`src/rtl/pipeline_hazard_controller_pkg.sv`:
```
// Shared encodings and defaults for the pipeline hazard controller slice.
package pipeline_hazard_controller_pkg;

  typedef enum logic [1:0] {
    ST_RUN   = 2'd0,
    ST_IMISS = 2'd1,
    ST_MDU   = 2'd2
  } hz_state_e;

  localparam logic [4:0] REG_ZERO        = 5'd0;
  localparam int         MDU_LATENCY_DEF = 4;
  localparam int         CNT_W_DEF       = 4;

endpackage

```
`src/rtl/pipeline_hazard_controller_if.sv`:
```
// Hazard controller bus: ID/EX hazard sources and cache status in, pipeline-register controls out.
interface pipeline_hazard_controller_if;

  logic [4:0] id_rs;
  logic [4:0] id_rt;
  logic       id_useRs;
  logic       id_useRt;
  logic       id_branchTaken;
  logic       id_mduStart;
  logic       ex_writeRegEnable;
  logic [4:0] ex_writeRegAddr;
  logic       ex_mem2Reg;
  logic       icache_miss;
  logic       icache_ready;
  logic       dcache_miss;
  logic       dcache_ready;

  logic       pc_hold;
  logic       ifid_hold;
  logic       ifid_flush;
  logic       idex_bubble;
  logic       idex_hold;
  logic       exmem_hold;
  logic       memwb_bubble;
  logic       mdu_busy;
  logic [1:0] state;

  modport master (
    output id_rs, id_rt, id_useRs, id_useRt, id_branchTaken, id_mduStart,
           ex_writeRegEnable, ex_writeRegAddr, ex_mem2Reg,
           icache_miss, icache_ready, dcache_miss, dcache_ready,
    input  pc_hold, ifid_hold, ifid_flush, idex_bubble, idex_hold,
           exmem_hold, memwb_bubble, mdu_busy, state
  );

  modport slave (
    input  id_rs, id_rt, id_useRs, id_useRt, id_branchTaken, id_mduStart,
           ex_writeRegEnable, ex_writeRegAddr, ex_mem2Reg,
           icache_miss, icache_ready, dcache_miss, dcache_ready,
    output pc_hold, ifid_hold, ifid_flush, idex_bubble, idex_hold,
           exmem_hold, memwb_bubble, mdu_busy, state
  );

endinterface

```
`src/rtl/pipeline_hazard_controller_load_use_detect.sv`:
```
// Load-use detector: a load in EX whose destination is a source read by the ID instruction.
module hazard_load_use_detect
  import pipeline_hazard_controller_pkg::*;
(
  input  logic [4:0] id_rs_i,
  input  logic [4:0] id_rt_i,
  input  logic       id_useRs_i,
  input  logic       id_useRt_i,
  input  logic       ex_writeRegEnable_i,
  input  logic [4:0] ex_writeRegAddr_i,
  input  logic       ex_mem2Reg_i,
  output logic       load_use_o
);

  logic rs_hit;
  logic rt_hit;

  assign rs_hit = id_useRs_i && (id_rs_i == ex_writeRegAddr_i);
  assign rt_hit = id_useRt_i && (id_rt_i == ex_writeRegAddr_i);

  // $zero is never a real dependency even if a load names it
  assign load_use_o = ex_mem2Reg_i && ex_writeRegEnable_i &&
                      (ex_writeRegAddr_i != REG_ZERO) && (rs_hit || rt_hit);

endmodule

```
`src/rtl/pipeline_hazard_controller.sv`:
```
// Stall/flush sequencer for the 5-stage pipeline (load-use, I/D-cache miss, MDU, branch flush).
// Optional HAZARD_PERF_EN adds saturating stall/branch-flush performance counters.
module pipeline_hazard_controller
  import pipeline_hazard_controller_pkg::*;
#(
  parameter int MDU_LATENCY = MDU_LATENCY_DEF,
  parameter int CNT_W       = CNT_W_DEF
) (
  input  logic                        clock,
  input  logic                        reset,
  pipeline_hazard_controller_if.slave hz
`ifdef HAZARD_PERF_EN
  ,
  output logic [31:0]                 perf_stall_cycles,
  output logic [31:0]                 perf_flush_cnt
`endif
);

  hz_state_e  state_q, state_d;
  logic [CNT_W-1:0] mdu_cnt_q, mdu_cnt_d;
  logic       dmiss_pend_q, dmiss_pend_d;
  logic       mdu_done_q, mdu_done_d;

  logic load_use;
  logic full_hold;
  logic in_run, in_imiss, in_mdu;
  logic mdu_start, stall;
  logic imiss_entry, imiss_fetch;
  logic branch_flush;
  logic pc_hold, ifid_hold, ifid_flush, idex_bubble;
  logic idex_hold, exmem_hold, memwb_bubble, mdu_busy;
  logic [1:0] state_out;

  hazard_load_use_detect u_load_use (
    .id_rs_i             (hz.id_rs),
    .id_rt_i             (hz.id_rt),
    .id_useRs_i          (hz.id_useRs),
    .id_useRt_i          (hz.id_useRt),
    .ex_writeRegEnable_i (hz.ex_writeRegEnable),
    .ex_writeRegAddr_i   (hz.ex_writeRegAddr),
    .ex_mem2Reg_i        (hz.ex_mem2Reg),
    .load_use_o          (load_use)
  );

  assign in_run   = (state_q == ST_RUN);
  assign in_imiss = (state_q == ST_IMISS);
  assign in_mdu   = (state_q == ST_MDU);

  // A D-miss freezes everything; a pending miss keeps freezing until the refill lands
  assign full_hold   = hz.dcache_miss || (dmiss_pend_q && !hz.dcache_ready);
  assign mdu_start   = in_run && hz.id_mduStart && !mdu_done_q && !load_use && !full_hold;
  assign stall       = load_use || mdu_start || in_mdu;
  // MDU entry wins over an I-miss in the same cycle; the fetch keeps missing and is taken later
  assign imiss_entry = in_run && hz.icache_miss && !full_hold && !mdu_start;
  assign imiss_fetch = imiss_entry || (in_imiss && !hz.icache_ready);
  assign branch_flush = hz.id_branchTaken && !stall && !full_hold;

  always_comb begin
    pc_hold      = 1'b0;
    ifid_hold    = 1'b0;
    ifid_flush   = 1'b0;
    idex_bubble  = 1'b0;
    idex_hold    = 1'b0;
    exmem_hold   = 1'b0;
    memwb_bubble = 1'b0;
    mdu_busy     = 1'b0;
    state_out    = ST_RUN;
    if (!reset) begin
      if (full_hold) begin
        pc_hold      = 1'b1;
        ifid_hold    = 1'b1;
        idex_hold    = 1'b1;
        exmem_hold   = 1'b1;
        memwb_bubble = 1'b1;
      end else begin
        pc_hold     = stall || imiss_fetch;
        ifid_hold   = stall;
        idex_bubble = stall;
        ifid_flush  = !stall && (imiss_fetch || hz.id_branchTaken);
      end
      mdu_busy  = in_mdu;
      state_out = state_q;
    end
  end

  always_comb begin
    state_d      = state_q;
    mdu_cnt_d    = mdu_cnt_q;
    mdu_done_d   = 1'b0;
    dmiss_pend_d = dmiss_pend_q;
    if (hz.dcache_miss) begin
      dmiss_pend_d = 1'b1;
    end else if (hz.dcache_ready) begin
      dmiss_pend_d = 1'b0;
    end
    case (state_q)
      ST_RUN: begin
        if (mdu_start) begin
          state_d   = ST_MDU;
          mdu_cnt_d = CNT_W'(MDU_LATENCY - 1);
        end else if (imiss_entry) begin
          state_d = ST_IMISS;
        end
      end
      ST_IMISS: begin
        if (hz.icache_ready) state_d = ST_RUN;
      end
      ST_MDU: begin
        // Countdown freezes while the D-side holds the pipe
        if (!full_hold) begin
          if (mdu_cnt_q == CNT_W'(1)) begin
            state_d    = ST_RUN;
            mdu_cnt_d  = '0;
            mdu_done_d = 1'b1;
          end else begin
            mdu_cnt_d = mdu_cnt_q - CNT_W'(1);
          end
        end
      end
      default: state_d = ST_RUN;
    endcase
  end

  always_ff @(posedge clock) begin
    if (reset) begin
      state_q      <= ST_RUN;
      mdu_cnt_q    <= '0;
      dmiss_pend_q <= 1'b0;
      mdu_done_q   <= 1'b0;
    end else begin
      state_q      <= state_d;
      mdu_cnt_q    <= mdu_cnt_d;
      dmiss_pend_q <= dmiss_pend_d;
      mdu_done_q   <= mdu_done_d;
    end
  end

`ifdef HAZARD_PERF_EN
  logic [31:0] perf_stall_q, perf_flush_q;

  always_ff @(posedge clock) begin
    if (reset) begin
      perf_stall_q <= '0;
      perf_flush_q <= '0;
    end else begin
      if (pc_hold && (perf_stall_q != 32'hFFFF_FFFF)) perf_stall_q <= perf_stall_q + 32'd1;
      if (branch_flush && (perf_flush_q != 32'hFFFF_FFFF)) perf_flush_q <= perf_flush_q + 32'd1;
    end
  end

  assign perf_stall_cycles = perf_stall_q;
  assign perf_flush_cnt    = perf_flush_q;
`endif

  assign hz.pc_hold      = pc_hold;
  assign hz.ifid_hold    = ifid_hold;
  assign hz.ifid_flush   = ifid_flush;
  assign hz.idex_bubble  = idex_bubble;
  assign hz.idex_hold    = idex_hold;
  assign hz.exmem_hold   = exmem_hold;
  assign hz.memwb_bubble = memwb_bubble;
  assign hz.mdu_busy     = mdu_busy;
  assign hz.state        = state_out;

endmodule

```
`src/flat_wrapper.sv`:
```
// flat-port wrapper written by rule: the top's interface ports become plain ports
module pipeline_hazard_controller_flat import pipeline_hazard_controller_pkg::*;
#(
  parameter int MDU_LATENCY = MDU_LATENCY_DEF,
  parameter int CNT_W       = CNT_W_DEF
)
  (clock, reset, hz_id_rs, hz_id_rt, hz_id_useRs, hz_id_useRt, hz_id_branchTaken, hz_id_mduStart, hz_ex_writeRegEnable, hz_ex_writeRegAddr, hz_ex_mem2Reg, hz_icache_miss, hz_icache_ready, hz_dcache_miss, hz_dcache_ready, hz_pc_hold, hz_ifid_hold, hz_ifid_flush, hz_idex_bubble, hz_idex_hold, hz_exmem_hold, hz_memwb_bubble, hz_mdu_busy, hz_state);
  pipeline_hazard_controller_if hz_i ();
  input  logic clock;
  input  logic reset;
  input wire logic [$bits(hz_i.id_rs)-1:0] hz_id_rs;
  input wire logic [$bits(hz_i.id_rt)-1:0] hz_id_rt;
  input wire logic [$bits(hz_i.id_useRs)-1:0] hz_id_useRs;
  input wire logic [$bits(hz_i.id_useRt)-1:0] hz_id_useRt;
  input wire logic [$bits(hz_i.id_branchTaken)-1:0] hz_id_branchTaken;
  input wire logic [$bits(hz_i.id_mduStart)-1:0] hz_id_mduStart;
  input wire logic [$bits(hz_i.ex_writeRegEnable)-1:0] hz_ex_writeRegEnable;
  input wire logic [$bits(hz_i.ex_writeRegAddr)-1:0] hz_ex_writeRegAddr;
  input wire logic [$bits(hz_i.ex_mem2Reg)-1:0] hz_ex_mem2Reg;
  input wire logic [$bits(hz_i.icache_miss)-1:0] hz_icache_miss;
  input wire logic [$bits(hz_i.icache_ready)-1:0] hz_icache_ready;
  input wire logic [$bits(hz_i.dcache_miss)-1:0] hz_dcache_miss;
  input wire logic [$bits(hz_i.dcache_ready)-1:0] hz_dcache_ready;
  output wire logic [$bits(hz_i.pc_hold)-1:0] hz_pc_hold;
  output wire logic [$bits(hz_i.ifid_hold)-1:0] hz_ifid_hold;
  output wire logic [$bits(hz_i.ifid_flush)-1:0] hz_ifid_flush;
  output wire logic [$bits(hz_i.idex_bubble)-1:0] hz_idex_bubble;
  output wire logic [$bits(hz_i.idex_hold)-1:0] hz_idex_hold;
  output wire logic [$bits(hz_i.exmem_hold)-1:0] hz_exmem_hold;
  output wire logic [$bits(hz_i.memwb_bubble)-1:0] hz_memwb_bubble;
  output wire logic [$bits(hz_i.mdu_busy)-1:0] hz_mdu_busy;
  output wire logic [$bits(hz_i.state)-1:0] hz_state;
  assign hz_i.id_rs = hz_id_rs;
  assign hz_i.id_rt = hz_id_rt;
  assign hz_i.id_useRs = hz_id_useRs;
  assign hz_i.id_useRt = hz_id_useRt;
  assign hz_i.id_branchTaken = hz_id_branchTaken;
  assign hz_i.id_mduStart = hz_id_mduStart;
  assign hz_i.ex_writeRegEnable = hz_ex_writeRegEnable;
  assign hz_i.ex_writeRegAddr = hz_ex_writeRegAddr;
  assign hz_i.ex_mem2Reg = hz_ex_mem2Reg;
  assign hz_i.icache_miss = hz_icache_miss;
  assign hz_i.icache_ready = hz_icache_ready;
  assign hz_i.dcache_miss = hz_dcache_miss;
  assign hz_i.dcache_ready = hz_dcache_ready;
  assign hz_pc_hold = hz_i.pc_hold;
  assign hz_ifid_hold = hz_i.ifid_hold;
  assign hz_ifid_flush = hz_i.ifid_flush;
  assign hz_idex_bubble = hz_i.idex_bubble;
  assign hz_idex_hold = hz_i.idex_hold;
  assign hz_exmem_hold = hz_i.exmem_hold;
  assign hz_memwb_bubble = hz_i.memwb_bubble;
  assign hz_mdu_busy = hz_i.mdu_busy;
  assign hz_state = hz_i.state;
  pipeline_hazard_controller #(.MDU_LATENCY(MDU_LATENCY), .CNT_W(CNT_W)) u_core (.clock(clock), .reset(reset), .hz(hz_i));
endmodule
```
`config.mk`:
```
export PLATFORM = sky130hd
export DESIGN_NAME = pipeline_hazard_controller_flat
export DESIGN_NICKNAME = d
export VERILOG_FILES = /design/src/rtl/pipeline_hazard_controller_pkg.sv /design/src/rtl/pipeline_hazard_controller_if.sv /design/src/rtl/pipeline_hazard_controller_load_use_detect.sv /design/src/rtl/pipeline_hazard_controller.sv /design/src/flat_wrapper.sv
export SDC_FILE = /design/constraint.sdc
export NUM_CORES = 1
export LEC_CHECK = 0
export CORE_MARGIN = 10
export CORE_UTILIZATION = 34
export CTS_CLUSTER_DIAMETER = 50
export DETAILED_ROUTE_END_ITERATION = 16
export GPL_ROUTABILITY_DRIVEN = 0
export PLACE_DENSITY_LB_ADDON = 0.1
export SYNTH_ARGS = -nofsm -noshare
export SYNTH_HDL_FRONTEND = slang
export SYNTH_HIERARCHICAL = 1
export SYNTH_SLANG_ARGS = --single-unit
```
`constraint.sdc`:
```
create_clock -name clock -period 3 [get_ports clock]
set_clock_uncertainty 0.2 [all_clocks]
set_input_delay 0.6 -clock clock [delete_from_list [all_inputs] [get_ports clock]]
set_output_delay 0.6 -clock clock [all_outputs]
set_load 0.01 [all_outputs]
```
# After elaboration in Yosys (flattened, before gate mapping)
# Index checks and enable logic that the tools add are counted.
[op_classes]
n_reduce_logical = 36
add_sub_neg = 1
bitwise = 1
muxes = 25
n_eq_ne = 10
[op_table]
columns = ["op", "n"]
rows = [
  ["logical AND 1 bit", 15],
  ["2-to-1 mux 1 bit", 14],
  ["2-to-1 mux 2 bit", 6],
  ["2-to-1 mux 4 bit", 3],
  ["equality test 5 bit", 2],
  ["!= test 2 bit (second input constant)", 4],
  ["one-hot mux 4 bit (2 select lines)", 1],
  ["logical NOT 1 bit", 7],
  ["logical OR 1 bit", 7],
  ["one-hot mux 2 bit (3 select lines)", 1],
  ["nonzero test 5 bit", 1],
  ["equality test 4 x 1 -> 1 bit (second input constant)", 1],
  ["AND reduction 4 bit", 1],
  ["nonzero test 2 bit", 2],
  ["subtractor 4 x 1 -> 4 bit (second input constant)", 1],
  ["!= test 3 bit (second input constant)", 1],
  ["AND reduction 3 bit", 1],
  ["OR reduction 3 bit", 1],
  ["equality test 2 x 1 -> 1 bit (second input constant)", 1],
  ["equality test 2 bit (second input constant)", 1],
  ["logical NOT 2 bit", 1],
  ["inverter 1 bit", 1],
]
[word_totals]
register_bits = 8
wordCells = 77
in_bits = 27

# Depth between registers and ports, before layout
[logic_depth]
word_depth = 14
ltp_mapped = 8

# Modules after synthesis
# The synthesis kept the hierarchy.
[by_module_without_submodules]
columns = ["module", "seq_area_each_um2", "instances", "area_each_um2", "cells_each"]
rows = [
  ["pipeline_hazard_controller", 160.2, 1, 531.8, 67],
  ["hazard_load_use_detect", 0.0, 1, 135.1, 17],
]

# Least setup slack after synthesis
# Ideal clock, no wire load.
[synth_timing]
kind = "input to output"
from = "input hz_ex_writeRegAddr[2]"
to = "output hz_ifid_flush"
stages = 7
path_slack_ns = -0.034
required_time_ns = 2.200
n_path_buf = 0
t_arrival_ns = 2.234
cell_sequence = "or4_1 o211ai_2 a21oi_1 or3b_4 nand2_1 nor4_1 o311a_1"
[synth_between]
elab_chain_len = 14
word_cells_on_any_way = 21
cone_classes = "2 x eq/ne; 2 x mux; 17 x reduce/logical"
[synth_lines]
columns = ["item", "line", "rtl"]
rows = [
  ["from (decl)", "flat_wrapper.sv:18", "input wire logic [$bits(hz_i.ex_writeRegAddr)-1:0] hz_ex_writeRegAddr;"],
  ["equality test 5 bit (on tied branches)", "pipeline_hazard_controller_load_use_detect.sv:18, pipeline_hazard_controller_load_use_detect.sv:19", ""],
  ["logical AND 1 bit (on tied branches)", "pipeline_hazard_controller_load_use_detect.sv:18, pipeline_hazard_controller_load_use_detect.sv:19", ""],
  ["logical OR 1 bit", "pipeline_hazard_controller_load_use_detect.sv:23", "(ex_writeRegAddr_i != REG_ZERO) && (rs_hit || rt_hit);"],
  ["logical AND 1 bit *", "pipeline_hazard_controller_load_use_detect.sv:23", ""],
  ["named net u_core.load_use", "pipeline_hazard_controller.sv:24", "logic load_use;"],
  ["logical NOT 1 bit", "pipeline_hazard_controller.sv:51", "assign mdu_start = in_run && hz.id_mduStart && !mdu_done_q && !load_use && !full_hold;"],
  ["logical AND 1 bit (2 in a row)", "pipeline_hazard_controller.sv:51", ""],
  ["logical NOT 1 bit", "pipeline_hazard_controller.sv:54", "assign imiss_entry = in_run && hz.icache_miss && !full_hold && !mdu_start;"],
  ["logical AND 1 bit", "pipeline_hazard_controller.sv:54", ""],
  ["logical OR 1 bit", "pipeline_hazard_controller.sv:55", "assign imiss_fetch = imiss_entry || (in_imiss && !hz.icache_ready);"],
  ["logical OR 1 bit", "pipeline_hazard_controller.sv:79", "ifid_flush = !stall && (imiss_fetch || hz.id_branchTaken);"],
  ["logical AND 1 bit *", "pipeline_hazard_controller.sv:79", ""],
  ["2-to-1 mux 1 bit *", "pipeline_hazard_controller.sv:69", "if (full_hold) begin"],
  ["2-to-1 mux 1 bit *", "pipeline_hazard_controller.sv:68", "if (!reset) begin"],
  ["to (decl)", "flat_wrapper.sv:26", "output wire logic [$bits(hz_i.ifid_flush)-1:0] hz_ifid_flush;"],
]
# The timed path passes the listed nets; every way through them passes the cells marked *.

# Final worst setup path
[layout_timing]
from = "input hz_ex_writeRegAddr[4]"
to = "output hz_ifid_flush"
# The elaborated chain is that of the path after synthesis.

==> flow_metrics.tcl <==
set metrics [dict create \
    outcome "finished with violations" \
    violations "negative setup slack" \
    worstPathMaxFanout 2 \
    startpoint "hz_ex_writeRegAddr[4]" \
    clk_pin_slew_ns 0.05 \
    synth_cell_types 34 \
    rsz0062_at_grt "true" \
    io_pins 37 \
    synth_top_area_cell "dfxtp_1" \
    dp_hpwl_mm 1.910 \
    worstSetupEndpointType "output pin" \
    num_vias 795 \
    grt_max_degree 16 \
    ctsHoldBuffers 0 \
    switching_share_pct 30.34 \
    slew_viol_final 0 \
    worstSetupPathType "in2out" \
    relSlewSlack_pct 75.13 \
    grt_pass1_vias 809 \
    die_w_um 64.29 \
    drc_errors 0 \
    met2_usage_pct 19.58 \
    finalCriticalPeriod_ns 3.228 \
    setup_violations 2 \
    n_antenna_cell 0 \
    htree_levels 1 \
    cts_buffer_depth 2 \
    ys_seq_area_share_pct 24.02 \
    routedWlPerCell_um 15.14 \
    power_frac_clock_pct 24.6 \
    async_flop_share_pct 0 \
    overflow 0 \
    routed_wl_mm 2.408 \
    met3_usage_pct 3.484 \
    synth_edf_count 0 \
    hold_path_class "reg2reg" \
    cts_root_buf "clkbuf_4" \
    critPathRequiredTime_ns 2.20 \
    rrSetupSlack_ns 1.02 \
    syn_avg_cell_area_um2 7.939 \
    yosysMostFrequentCell "nor2_1" \
    syn_nets 113 \
    core_area_mm2 0.001802 \
    syn_inst 84 \
    synth_common_cells "nor2_1, dfxtp_1, xor2_1, nor3_1" \
    met1_usage_pct 13.20 \
    finalCritPeriodShare_pct 107.6 \
    synth_top_area_share_pct 24.02 \
    cts_tree "done" \
    crit_end "hz_ifid_flush" \
    synth_area_leaders "dfxtp_1, xor2_1, nor2_1, ha_1, nor2b_1" \
    grt-busiest-layer "met2" \
    combPwrFrac_pct 40.1 \
    design.die.area_mm2 0.004133 \
    max_cap_violations 0 \
    seqPwrFrac_pct 35.3 \
    drive_above_1_share_pct 31.34 \
    grt.total_usage_pct 11.71 \
    fp.dieH_um 64.29 \
    yosysWarnings 6 \
    clock_sinks 8 \
    hold_viol_final 0 \
    synthToLayoutAreaGrowth_pct 75.42 \
    critPathArrivalTime_ns 2.43 \
    tightest_slew_ns 0.3724 \
    worstHoldStart "u_core/mdu_cnt_q[1]$_SDFFE_PP0P_" \
    nets 165 \
    final.setup.tns_ns -0.3444 \
    reg2reg_depth 5 \
    p_leak_nw 0.4820 \
    nFillCells 181 \
    antenna_found_initial 0 \
    setup_ws_ns -0.2282 \
    startpoint_type "input pin" \
    timing.rr.end "u_core/mdu_cnt_q[0]$_SDFFE_PP0P_" \
    fmax_mhz 309.8 \
    grt_pass1_wl_mm 3.857 \
    port_buffers 36 \
    num_rows 15 \
    via_per_inst 5.000 \
    power.switching_mw 0.1011 \
    p_int_mw 0.2321 \
    cellPowerDensity_mw_per_mm2 284.8 \
    rr_startpoint "u_core/mdu_done_q$_SDFF_PP0_" \
    clock_latency_ns 0.25 \
    ys.flop_type "dfxtp_1" \
    drt-pass1-iter-count 4 \
    whs_ns 0.3296 \
    drtIter0Drc 27 \
    start_util_pct 37.01 \
    drtAntennaViolNets 0 \
    syn-cell-area_um2 666.9 \
    irDropWorstVdd_mv 0.2061 \
    ys_ff_latch 8 \
    cts_buffers 3 \
]
worst min path at each step:
stage,slack [ns],endpoint,cells after the start
finish,0.33,u_core/mdu_cnt_q[1]$_SDFFE_PP0P_,2
global placement,0.30,u_core/mdu_cnt_q[3]$_SDFFE_PP0P_,2
floorplan,0.28,u_core/mdu_cnt_q[3]$_SDFFE_PP0P_,2
CTS,0.33,u_core/mdu_cnt_q[3]$_SDFFE_PP0P_,2
detailed placement,0.31,u_core/mdu_cnt_q[3]$_SDFFE_PP0P_,2
global route,0.38,u_core/mdu_cnt_q[2]$_SDFFE_PP0P_,2
through the flow:
stage / util [%] / setup WS, ns / cell area [µm²] / total power, mW / cells
after floorplan: - / -0.03440 / 666.9 / 0.1776 / 84
after global placement: 63.47 / -0.8925 / 1144 / 0.2526 / 155
after detailed placement: 63.47 / -0.9611 / 1144 / 0.2550 / 155
after CTS: 65.00 / -0.2832 / 1171 / 0.3381 / 159
after global routing: 64.93 / -0.2940 / 1170 / 0.3605 / 159
final: 64.93 / -0.2282 / 1170 / 0.3331 / 159
metal layers:
layer | part of all wire, % | vias up
met4 | 1.2 | 0
met3 | 5.7 | 4
li1 | - | 405
met5 | 0 | -
met2 | 51 | 23
met1 | 42 | 363
registers in the layout, indices dropped and copies added, names as in the netlist:
| register | count |
|---|---|
| u_core/mdu_cnt_q | 4 |
| u_core/state_q | 2 |
| u_core/dmiss_pend_q | 1 |
| u_core/mdu_done_q | 1 |
kinds of logic after synthesis:
group | count (synthesis) | share of synthesized area [%]
AO/OA/AOI/OAI | 17 | 20.64
buffers and inverters | 9 | 6.377
AND/OR/NAND/NOR | 38 | 32.08
adder cells (fa/ha/maj) | 2 | 3.752
XOR/XNOR | 10 | 13.13
flip-flops | 8 | 24.01
final cells by class:
type | count | area, µm² | area share [%]
sequential | 8 | 160.2 | 13.69
tap | 25 | 31.28 | 2.674
timing repair buffer | 52 | 437.9 | 37.43
clock buffer | 3 | 22.52 | 1.925
inverter | 4 | 15.01 | 1.283
multi-input combinational | 67 | 503.0 | 42.99
power groups by stage:
stage	Combinational [mW]	Sequential, mW	Clock (mW)
finish	0.134	0.118	0.0818
global route	0.147	0.118	0.0954
CTS	0.133	0.117	0.0882
detailed placement	0.135	0.119	0
global placement	0.133	0.119	0
floorplan	0.0605	0.117	0
cells in the final DEF, fill, tap and decap left out, types with 4 or more instances in the layout:
cell type        count
clkdlybuf4s50_1     16
buf_4               15
nor2_1              10
dfxtp_1              8
dlygate4sd2_1        7
buf_2                7
xor2_1               7
nor3_1               5
inv_1                4
nor2b_1              4
repair_timing:
action | 4_1_cts | 5_1_grt
pin swaps | 18 | 10
setup buffers | 1 | 0
endpoints found under the setup margin | 11 | 4
resized for setup | 57 | 6
critical path, stage by stage:
cell,delay [ns]
buf_6,0.09
or4_4,0.52
o211ai_2,0.17
a21oi_2,0.05
or3b_4,0.38
nand2_2,0.08
nor4_2,0.05
o311a_1,0.34
buf_2,0.14
Note: power is estimated with default switching activity, not from simulation.
